==> src/rtl/weights_ram_reader.sv <==
// Sequential reader for a synchronous-read weights RAM.
// Streams words over valid/ready through a 2-entry buffer with credit-based issue.
module weights_ram_reader #(
    parameter int unsigned RAM_DEPTH  = 8,
    parameter int unsigned ADDR_BITS  = 3,
    parameter int unsigned DATA_WIDTH = 8
) (
    input  logic                  clk,
    input  logic                  rst,
    input  logic                  start,
    input  logic [ADDR_BITS-1:0]  start_addr,
    input  logic [ADDR_BITS:0]    len,
    output logic                  rd_en,
    output logic [ADDR_BITS-1:0]  rd_addr,
    input  logic [DATA_WIDTH-1:0] rd_data,
    output logic                  out_valid,
    input  logic                  out_ready,
    output logic [DATA_WIDTH-1:0] out_data,
    output logic                  out_last,
    output logic                  busy,
    output logic                  done
);
    localparam int unsigned CNT_W = ADDR_BITS + 1;
    localparam logic [ADDR_BITS-1:0] ADDR_MAX = ADDR_BITS'(RAM_DEPTH - 1);

    typedef enum logic [1:0] {S_IDLE, S_RUN, S_FIN} state_t;

    state_t                state;
    state_t                state_nxt;
    logic [CNT_W-1:0]      len_q;
    logic [CNT_W-1:0]      issued;
    logic [CNT_W-1:0]      pushed;
    logic                  inflight;
    logic                  v0;
    logic                  v1;
    logic                  l0;
    logic                  l1;
    logic [DATA_WIDTH-1:0] d0;
    logic [DATA_WIDTH-1:0] d1;
    logic                  pop;
    logic                  push;
    logic                  push_last;
    logic                  accept;
    logic [2:0]            occ_load;

    // Slot 0 is the head of the buffer and drives the output directly.
    assign out_valid = v0;
    assign out_data  = d0;
    assign out_last  = l0;

    assign pop       = v0 & out_ready;
    assign push      = inflight;
    assign push_last = (pushed + CNT_W'(1)) == len_q;
    assign accept    = start & (state == S_IDLE);
    assign occ_load  = 3'(v0) + 3'(v1) + 3'(inflight);

    // A slot freed by a pop this cycle can be reused by a read issued this cycle.
    assign rd_en = (state == S_RUN) && (issued < len_q) && (occ_load < (3'd2 + 3'(pop)));

    always_ff @(posedge clk or posedge rst) begin
        if (rst) state <= S_IDLE;
        else     state <= state_nxt;
    end

    always_comb begin
        state_nxt = state;
        busy      = 1'b0;
        done      = 1'b0;
        case (state)
            S_IDLE: if (start) state_nxt = (len == '0) ? S_FIN : S_RUN;
            S_RUN: begin
                busy = 1'b1;
                if (pop && l0) state_nxt = S_FIN;
            end
            S_FIN: begin
                done      = 1'b1;
                state_nxt = S_IDLE;
            end
            default: state_nxt = S_IDLE;
        endcase
    end

    // Address generation and transfer counters.
    always_ff @(posedge clk or posedge rst) begin
        if (rst) begin
            inflight <= 1'b0;
            len_q    <= '0;
            rd_addr  <= '0;
            issued   <= '0;
            pushed   <= '0;
        end else begin
            inflight <= rd_en;
            if (accept) begin
                len_q   <= len;
                rd_addr <= start_addr;
                issued  <= '0;
            end else if (rd_en) begin
                rd_addr <= (rd_addr == ADDR_MAX) ? '0 : rd_addr + ADDR_BITS'(1);
                issued  <= issued + CNT_W'(1);
            end
            if (accept)    pushed <= '0;
            else if (push) pushed <= pushed + CNT_W'(1);
        end
    end

    // Two-slot FIFO: returning RAM data enters the lowest free slot, pops shift down.
    always_ff @(posedge clk or posedge rst) begin
        if (rst) begin
            v0 <= 1'b0;
            v1 <= 1'b0;
            l0 <= 1'b0;
            l1 <= 1'b0;
            d0 <= '0;
            d1 <= '0;
        end else begin
            case ({push, pop})
                2'b10: begin
                    if (!v0) begin
                        v0 <= 1'b1;
                        d0 <= rd_data;
                        l0 <= push_last;
                    end else begin
                        v1 <= 1'b1;
                        d1 <= rd_data;
                        l1 <= push_last;
                    end
                end
                2'b01: begin
                    v0 <= v1;
                    d0 <= d1;
                    l0 <= l1;
                    v1 <= 1'b0;
                    l1 <= 1'b0;
                end
                2'b11: begin
                    if (!v1) begin
                        d0 <= rd_data;
                        l0 <= push_last;
                    end else begin
                        d0 <= d1;
                        l0 <= l1;
                        d1 <= rd_data;
                        l1 <= push_last;
                    end
                end
                default: ;
            endcase
        end
    end
endmodule

==> config.mk <==
export PLATFORM = sky130hd
export DESIGN_NAME = weights_ram_reader
export DESIGN_NICKNAME = d
export VERILOG_FILES = /design/src/rtl/weights_ram_reader.sv
export SDC_FILE = /design/constraint.sdc
export NUM_CORES = 1
export LEC_CHECK = 0
export CORE_MARGIN = 4
export CORE_UTILIZATION = 45
export CTS_CLUSTER_SIZE = 10
export DETAILED_ROUTE_END_ITERATION = 16
export HOLD_SLACK_MARGIN = 0.15
export PLACE_DENSITY = 0.7
export SYNTH_ARGS = -nofsm -noshare
export SYNTH_HDL_FRONTEND = slang
export SYNTH_SLANG_ARGS = --single-unit
==> constraint.sdc <==
create_clock -name clk -period 6.24 [get_ports clk]
set_clock_uncertainty 0.2 [all_clocks]
set_input_delay 0.936 -clock clk [delete_from_list [all_inputs] [get_ports clk]]
set_output_delay 0.936 -clock clk [all_outputs]
set_load 0.01 [all_outputs]
==> flow_metrics.tcl, run 1 <==
set metrics [dict create \
    grtUsageTotal_pct 15.12 \
    cts_buffers 5 \
    rsz0062_at_grt "no" \
    cp_max_fo 10 \
    preCtsSetupSlack_ns 2.374 \
    hold_viol_final 0 \
    boundaryPins 35 \
    diodes 0 \
    required_ns 5.10 \
    clkTransAtPathRegs_ns 0.08 \
    clk_latency_ns 0.29 \
    min_path_type "reg -> reg" \
    synth_area_per_cell_um2 10.93 \
    setup_viol 0 \
    stdcell_area_mm2 0.002544 \
    fmax_mhz 254.8 \
    drive_gt1_share_pct 15.32 \
    ant_nets 0 \
    fillers 361 \
    start_util_pct 46.18 \
    synth.cell_area_mm2 0.002011 \
    worstSetupStartpointType "flop" \
    ir_worst_vdd_mv 0.3196 \
    netlist_instances 184 \
    cap_violations 0 \
    vias 1422 \
    synth_top_cell_by_area "dfrtp_1" \
    outcome "complete, no violations" \
    crit_arrival_ns 2.79 \
    async_flop_share_pct 100.0 \
    drv_slew 0 \
    synth_seq_cells 38 \
    end_kind "primary output" \
    ctsRootBufferMaster "clkbuf_8" \
    die_x_um 74.85 \
    cts_num_sinks 38 \
    drt-initial-drc-count 86 \
    synth_most_common_cell "dfrtp_1" \
    synthDistinctLibCells 43 \
    syn-num-nets 216 \
    rows 24 \
    p_leak_nw 1.152 \
    drt-wirelength-per-cell_um 14.08 \
    portBuffers 34 \
    grt_first_pass_wirelength_um 6361 \
    tightest_slew_ns 0.8130 \
    netlist.area_leader.share_pct 47.29 \
    power_w 0.001321 \
    period_share_pct 62.88 \
    hpwl_um 2810 \
    synth_common_cells "dfrtp_1 (38), nand2_1 (22), ha_1 (12), inv_1 (12), o21ai_0 (12)" \
    r2r_cells 6 \
    die_area_mm2 0.005602 \
    power_density_mw_per_mm2 519.2 \
    h-tree-depth 2 \
    hold-path-cell-count 1 \
    clock_path_buffers 2 \
    timing.final.ws_setup_ns 2.316 \
    core-area_mm2 0.004354 \
    fin_nets 253 \
    area_growth_pct 26.51 \
    drt_first_pass_iters 4 \
    dpl_cell_area_mm2 0.002401 \
    synth_edf_count 0 \
    overflow 0 \
    ys.flop_type "dfrtp_1" \
    synth_warnings 0 \
    cts_setup_buffers 0 \
    antenna_found_initial 0 \
    wirelength_um 3859 \
    drc 0 \
    via_per_inst 5.190 \
    gp_congestion 0.7969 \
    cts_resized 0 \
    cts_hold_buf 0 \
    fin_setup_tns_ns 0 \
    crit_type "reg -> out" \
    fp.dieH_um 74.85 \
    relSlewSlack_pct 44.25 \
    grt_max_degree 39 \
    cts_tree "done" \
    grt_pass1_vias 1321 \
    ys_top_cells_by_area "dfrtp_1 (47%), ha_1 (7.5%), mux2_2 (4.5%), nand2_1 (4.1%), mux2i_1 (3.5%)" \
    post-route-min-period_ns 3.924 \
    seq_area_frac_synth_pct 47.29 \
]
[report_power, final]
part	switching, W	internal (W)	total (W)
Combinational	0.000297	0.000320	0.000617
Clock	0.0000850	0.000171	0.000255
Sequential	0.0000907	0.000357	0.000448
Total	0.000473	0.000848	0.00132
[cell families (layout without fill, tap and decap cells)]
group / Yosys count / in the layout / share of synthesized area (%)
AOI/OAI and AO/OA: 43 / 43 / 16.43
xor gates and xnor gates: 8 / 8 / 4.231
adders and majority gates: 13 / 13 / 8.463
buffers and inverters: 18 / 56 / 3.546
DFF: 38 / 38 / 47.29
muxes: 15 / 15 / 7.965
and+or+nand+nor: 49 / 49 / 12.07
[sequential cells by signal (all words and copies together) (netlist names), 2 cells and up]
signal,flops
issued,4
d1,8
pushed,4
out_data,8
len_q,4
state,2
rd_addr,3
[layout by cell type (no fill, tap or decap), types with 6 or more instances in the layout]
cell,count
a22oi_1,9
clkbuf_8,6
clkdlybuf4s50_1,34
dfrtp_1,38
ha_1,12
inv_1,12
mux2_2,8
mux2i_1,7
nand2_1,22
nor2_1,8
o21ai_0,12
[through the flow]
stage | hold slack, ns | util [%] | cells
after floorplan | 0.2271 | - | 184
after global placement | 0.2588 | 55.14 | 266
after detailed placement | 0.2588 | 55.14 | 266
after CTS | 0.2687 | 58.42 | 274
after global routing | 0.2946 | 58.42 | 274
final | 0.2685 | 58.42 | 274
[critical path: stages (launching register included)]
cell and delay, ns:
dfrtp_1 0.60, fa_1 0.48, nand3b_2 0.26, a211oi_4 0.35
o21ai_2 0.14, inv_2 0.12, clkdlybuf4s50_1 0.54
[layout make-up]
class                   instances  area (µm²)  share of cell area, %
clock buffers                   6       82.58                  3.246
flip-flops and latches         38       950.9                  37.38
inverters                      13       48.80                  1.918
multi-input cells             128       988.4                  38.86
well taps                      52       65.06                  2.558
clock inverters                 2       60.06                  2.361
repair buffers                 35       347.8                  13.67
[metal layers]
| layer | vias to the layer above | track usage [%] | share of wire [%] |
|---|---|---|---|
| met4 | 0 | 4.743 | 1.3 |
| li1 | 716 | - | - |
| met3 | 5 | 3.872 | 3.8 |
| met1 | 676 | 20.29 | 46 |
| met5 | - | 0 | 0 |
| met2 | 25 | 24.08 | 48 |
[final timing paths]
path / from / end / slack, ns
setup / recovery: inflight / rd_en / 2.32
hold / removal: state[1] / state[1] / 0.27
setup reg to reg: out_valid / out_data[2] / 3.84
hold reg to reg: state[1] / state[1] / 0.27
max in group asynchronous: rst / v1 / 4.65
min in group asynchronous: rst / d1[2] / 0.85
No activity file was read; power rests on OpenSTA's default activity.
==> inputs of run 2 (changes only) <==
- clock period: 6.24 -> 3.75 ns (I/O delays scaled with it)
==> flow_metrics.tcl, run 2 (same netlist as run 1, synthesis figures left out) <==
set metrics [dict create \
    outcome "complete, no violations" \
    rsz0062_at_grt "no" \
    cts_num_sinks 38 \
    drt_first_pass_iters 4 \
    fmax_mhz 282.3 \
    fp.dieH_um 74.85 \
    clock_path_buffers 2 \
    diodes 0 \
    grt_first_pass_wirelength_um 6541 \
    hpwl_um 3004 \
    drv_slew 0 \
    required_ns 2.99 \
    clk_latency_ns 0.29 \
    power_density_mw_per_mm2 839.8 \
    final_common_cell "dfrtp_1" \
    p_leak_nw 1.135 \
    grt_max_degree 23 \
    overflow 0 \
    drive_gt1_share_pct 15.70 \
    vias 1462 \
    rows 24 \
    drt-wirelength-per-cell_um 14.17 \
    worstSetupStartpointType "flop" \
    drt-initial-drc-count 89 \
    relSlewSlack_pct 43.05 \
    fillers 359 \
    fin_cells 275 \
    start_util_pct 46.18 \
    cts_buffers 5 \
    post-route-min-period_ns 3.543 \
    die_x_um 74.85 \
    via_per_inst 5.316 \
    fin_setup_tns_ns 0 \
    grt_pass1_vias 1435 \
    boundaryPins 35 \
    timing.hold.ws_ns 0.2576 \
    cts_hold_buf 0 \
    dp.cells 267 \
    power_w 0.002118 \
    ctsRootBufferMaster "clkbuf_8" \
    min_path_type "reg -> reg" \
    area_growth_pct 25.45 \
    clkTransAtPathRegs_ns 0.08 \
    cts_resized 0 \
    wirelength_um 3897 \
    period_share_pct 94.47 \
    crit_type "reg -> out" \
    setup_viol 0 \
    fin_nets 254 \
    die_area_mm2 0.005602 \
    tightest_slew_ns 0.8533 \
    ir_worst_vdd_mv 0.5295 \
    antenna_found_initial 0 \
    crit_arrival_ns 2.78 \
    gp_congestion 0.7434 \
    drc 0 \
    portBuffers 34 \
    cts_setup_buffers 0 \
    hold_viol_final 0 \
    h-tree-depth 2 \
    core-area_mm2 0.004354 \
    cts_tree "done" \
    grtUsageTotal_pct 15.44 \
    ant_nets 0 \
    end_kind "primary output" \
    cap_violations 0 \
    cp_max_fo 10 \
    final_cell_mix "dfrtp_1 (38), clkdlybuf4s50_1 (34), nand2_1 (22)" \
]
run 2: cell count changes in the layout (fill, tap and decap cells not counted):
cell | previous run | this run
buf_4 | 1 | 2
bufinv_16 | 2 | 1
clkbuf_8 | 6 | 5
clkinvlp_4 | 0 | 2
run 2: power by group:
group          switching [W]  leakage [nW]  internal [W]
clock               0.000153        0.0504      0.000198
combinational       0.000487         0.615      0.000536
sequential          0.000151         0.470      0.000594
run 2: path summary, 6_finish.rpt:
path,startpoint,endpoint,slack [ns],cells past startpoint
worst max-delay path,inflight,rd_en,0.21,6
worst min register to register,state[1],state[1],0.26,1
max in group asynchronous,rst,out_data[2],2.06,3
worst min-delay path,state[1],state[1],0.26,1
min in group asynchronous,rst,state[0],0.54,2
worst max register to register,inflight,rd_addr[2],1.39,6
run 2: area by class of cell:
type,instances,area [µm²],share of cell area [%]
clock buffers,5,68.82,2.728
clock inverters,3,45.04,1.786
inverters,13,48.80,1.935
multi-input cells,128,988.4,39.19
repair buffers,36,355.3,14.09
well taps,52,65.06,2.579
flip-flops and latches,38,950.9,37.70
run 2: metrics by stage:
| stage | utilization [%] | area (µm²) | setup slack [ns] |
|---|---|---|---|
| 2_1_floorplan | - | 2011 | 1.237 |
| 3_3_place_gp | 55.32 | 2409 | 0.5611 |
| 3_5_place_dp | 55.32 | 2409 | 0.5260 |
| 4_1_cts | 57.93 | 2522 | 0.1748 |
| 5_1_grt | 57.93 | 2522 | 0.05647 |
| 6_report | 57.93 | 2522 | 0.2074 |
run 2: worst max-delay path, stage by stage, from the launching register on:
cell and delay, ns:
dfrtp_1 0.59, fa_1 0.48, nand3b_2 0.27, a211oi_4 0.35, o21ai_2 0.14, inv_2 0.12
clkdlybuf4s50_1 0.54
run 2: layer usage:
metal | wire, µm | vias to the layer above | global-route usage (%)
met5 | 0 | - | 0
met4 | 82 | 0 | 6.324
met3 | 135 | 10 | 3.738
met2 | 1915 | 30 | 24.95
met1 | 1762 | 699 | 19.86
li1 | - | 723 | -
==> inputs of run 3 (changes only) <==
- CORE_UTILIZATION: 45 -> 52
- PLACE_DENSITY: 0.7 -> 0.79
==> flow_metrics.tcl, run 3 (same netlist as run 1, synthesis figures left out) <==
set metrics [dict create \
    outcome "complete, no violations" \
    hold-path-cell-count 1 \
    via_per_inst 5.507 \
    die_x_um 70.18 \
    multi_input_area_um2 988.4 \
    dpl_cell_area_mm2 0.002396 \
    cts_tree "done" \
    portBuffers 34 \
    crit_type "reg -> out" \
    power_density_mw_per_mm2 878.3 \
    cp_max_fo 10 \
    clkTransAtPathRegs_ns 0.07 \
    period_share_pct 96.33 \
    tightest_slew_ns 0.8020 \
    min_from "state[1]" \
    final_cell_mix "dfrtp_1 (38), clkdlybuf4s50_1 (34), nand2_1 (22)" \
    fin_cells 270 \
    fillers 286 \
    seqCellArea_um2 950.9 \
    cts_num_sinks 38 \
    stdcell_area_mm2 0.002539 \
    p_leak_nw 1.152 \
    crit_arrival_ns 2.85 \
    cts_setup_buffers 0 \
    start_util_pct 54.51 \
    hold_viol_final 0 \
    boundaryPins 35 \
    gp_congestion 0.8049 \
    r2r_cells 6 \
    r2r_start "inflight" \
    startpoint "inflight" \
    drt_first_pass_iters 4 \
    rows 22 \
    drv_slew 0 \
    clk_latency_ns 0.29 \
    end_kind "primary output" \
    fmax_mhz 276.8 \
    setup_viol 0 \
    cts_resized 0 \
    grt_first_pass_wirelength_um 7403 \
    core-area_mm2 0.003689 \
    cap_violations 0 \
    h-tree-depth 2 \
    clock_path_buffers 2 \
    vias 1487 \
    drive_gt1_share_pct 15.32 \
    required_ns 2.99 \
    post-route-min-period_ns 3.612 \
    area_growth_pct 26.26 \
    wirelength_um 4183 \
    drt-initial-drc-count 130 \
    min_path_type "reg -> reg" \
    grt_max_degree 39 \
    drc 0 \
    final_common_cell "dfrtp_1" \
    cts_buffers 5 \
    diodes 0 \
    die_area_mm2 0.004925 \
    drt-wirelength-per-cell_um 15.49 \
    overflow 0 \
    relSlewSlack_pct 45.01 \
    grt_pass1_vias 1586 \
    worstSetupStartpointType "flop" \
    fin_nets 253 \
    hpwl_um 3137 \
    ir_worst_vdd_mv 0.5290 \
    cts_hold_buf 0 \
    antenna_found_initial 0 \
    fin_setup_tns_ns 0 \
    rsz0062_at_grt "no" \
    fp.dieH_um 70.18 \
    grtUsageTotal_pct 18.63 \
    dp.cells 262 \
    ctsRootBufferMaster "clkbuf_8" \
    power_w 0.002230 \
    ant_nets 0 \
]
[run 3: area by class of cell]
cell class / instances / share of cell area, %
multi-input cells: 128 / 38.94
inverters: 13 / 1.922
flip-flops and latches: 38 / 37.46
clock inverters: 2 / 2.366
well taps: 48 / 2.366
clock buffers: 6 / 3.253
repair buffers: 35 / 13.70
[run 3: where the power goes]
| group | switching (W) | leakage [nW] | internal [W] |
|---|---|---|---|
| clock | 0.000145 | 0.0714 | 0.000284 |
| sequential | 0.000156 | 0.470 | 0.000594 |
| combinational | 0.000518 | 0.611 | 0.000532 |
| total | 0.000819 | 1.15 | 0.00141 |
[run 3: through the flow]
stage,utilization [%],hold WS [ns],worst slack [ns]
after floorplan,-,0.2271,1.237
after global placement,64.96,0.2441,0.5688
after detailed placement,64.96,0.2640,0.4730
after CTS,68.83,0.2734,0.1314
after global routing,68.83,0.3072,0.009296
final,68.83,0.2723,0.1376
[run 3: layer usage]
| layer | global-route usage (%) | up-vias | wire length, µm |
|---|---|---|---|
| met3 | 4.604 | 9 | 157 |
| met2 | 32.53 | 34 | 2175 |
| met5 | 0 | - | 0 |
| met1 | 22.75 | 724 | 1780 |
| li1 | - | 720 | - |
| met4 | 5.319 | 0 | 70 |
[run 3: path summary, 6_finish.rpt]
kind | endpoint | slack (ns)
min in group asynchronous | issued[1] | 0.48
setup / recovery | rd_en | 0.14
setup reg to reg | rd_addr[0] | 1.33
hold reg to reg | state[1] | 0.27
max in group asynchronous | len_q[3] | 2.54
hold / removal | state[1] | 0.27
[run 3: critical path, cell delays in order (launching register included)]
cell	delay [ns]
dfrtp_1	0.58
fa_1	0.47
nand3b_2	0.28
a211oi_4	0.37
o21ai_2	0.16
inv_2	0.14
clkdlybuf4s50_1	0.55
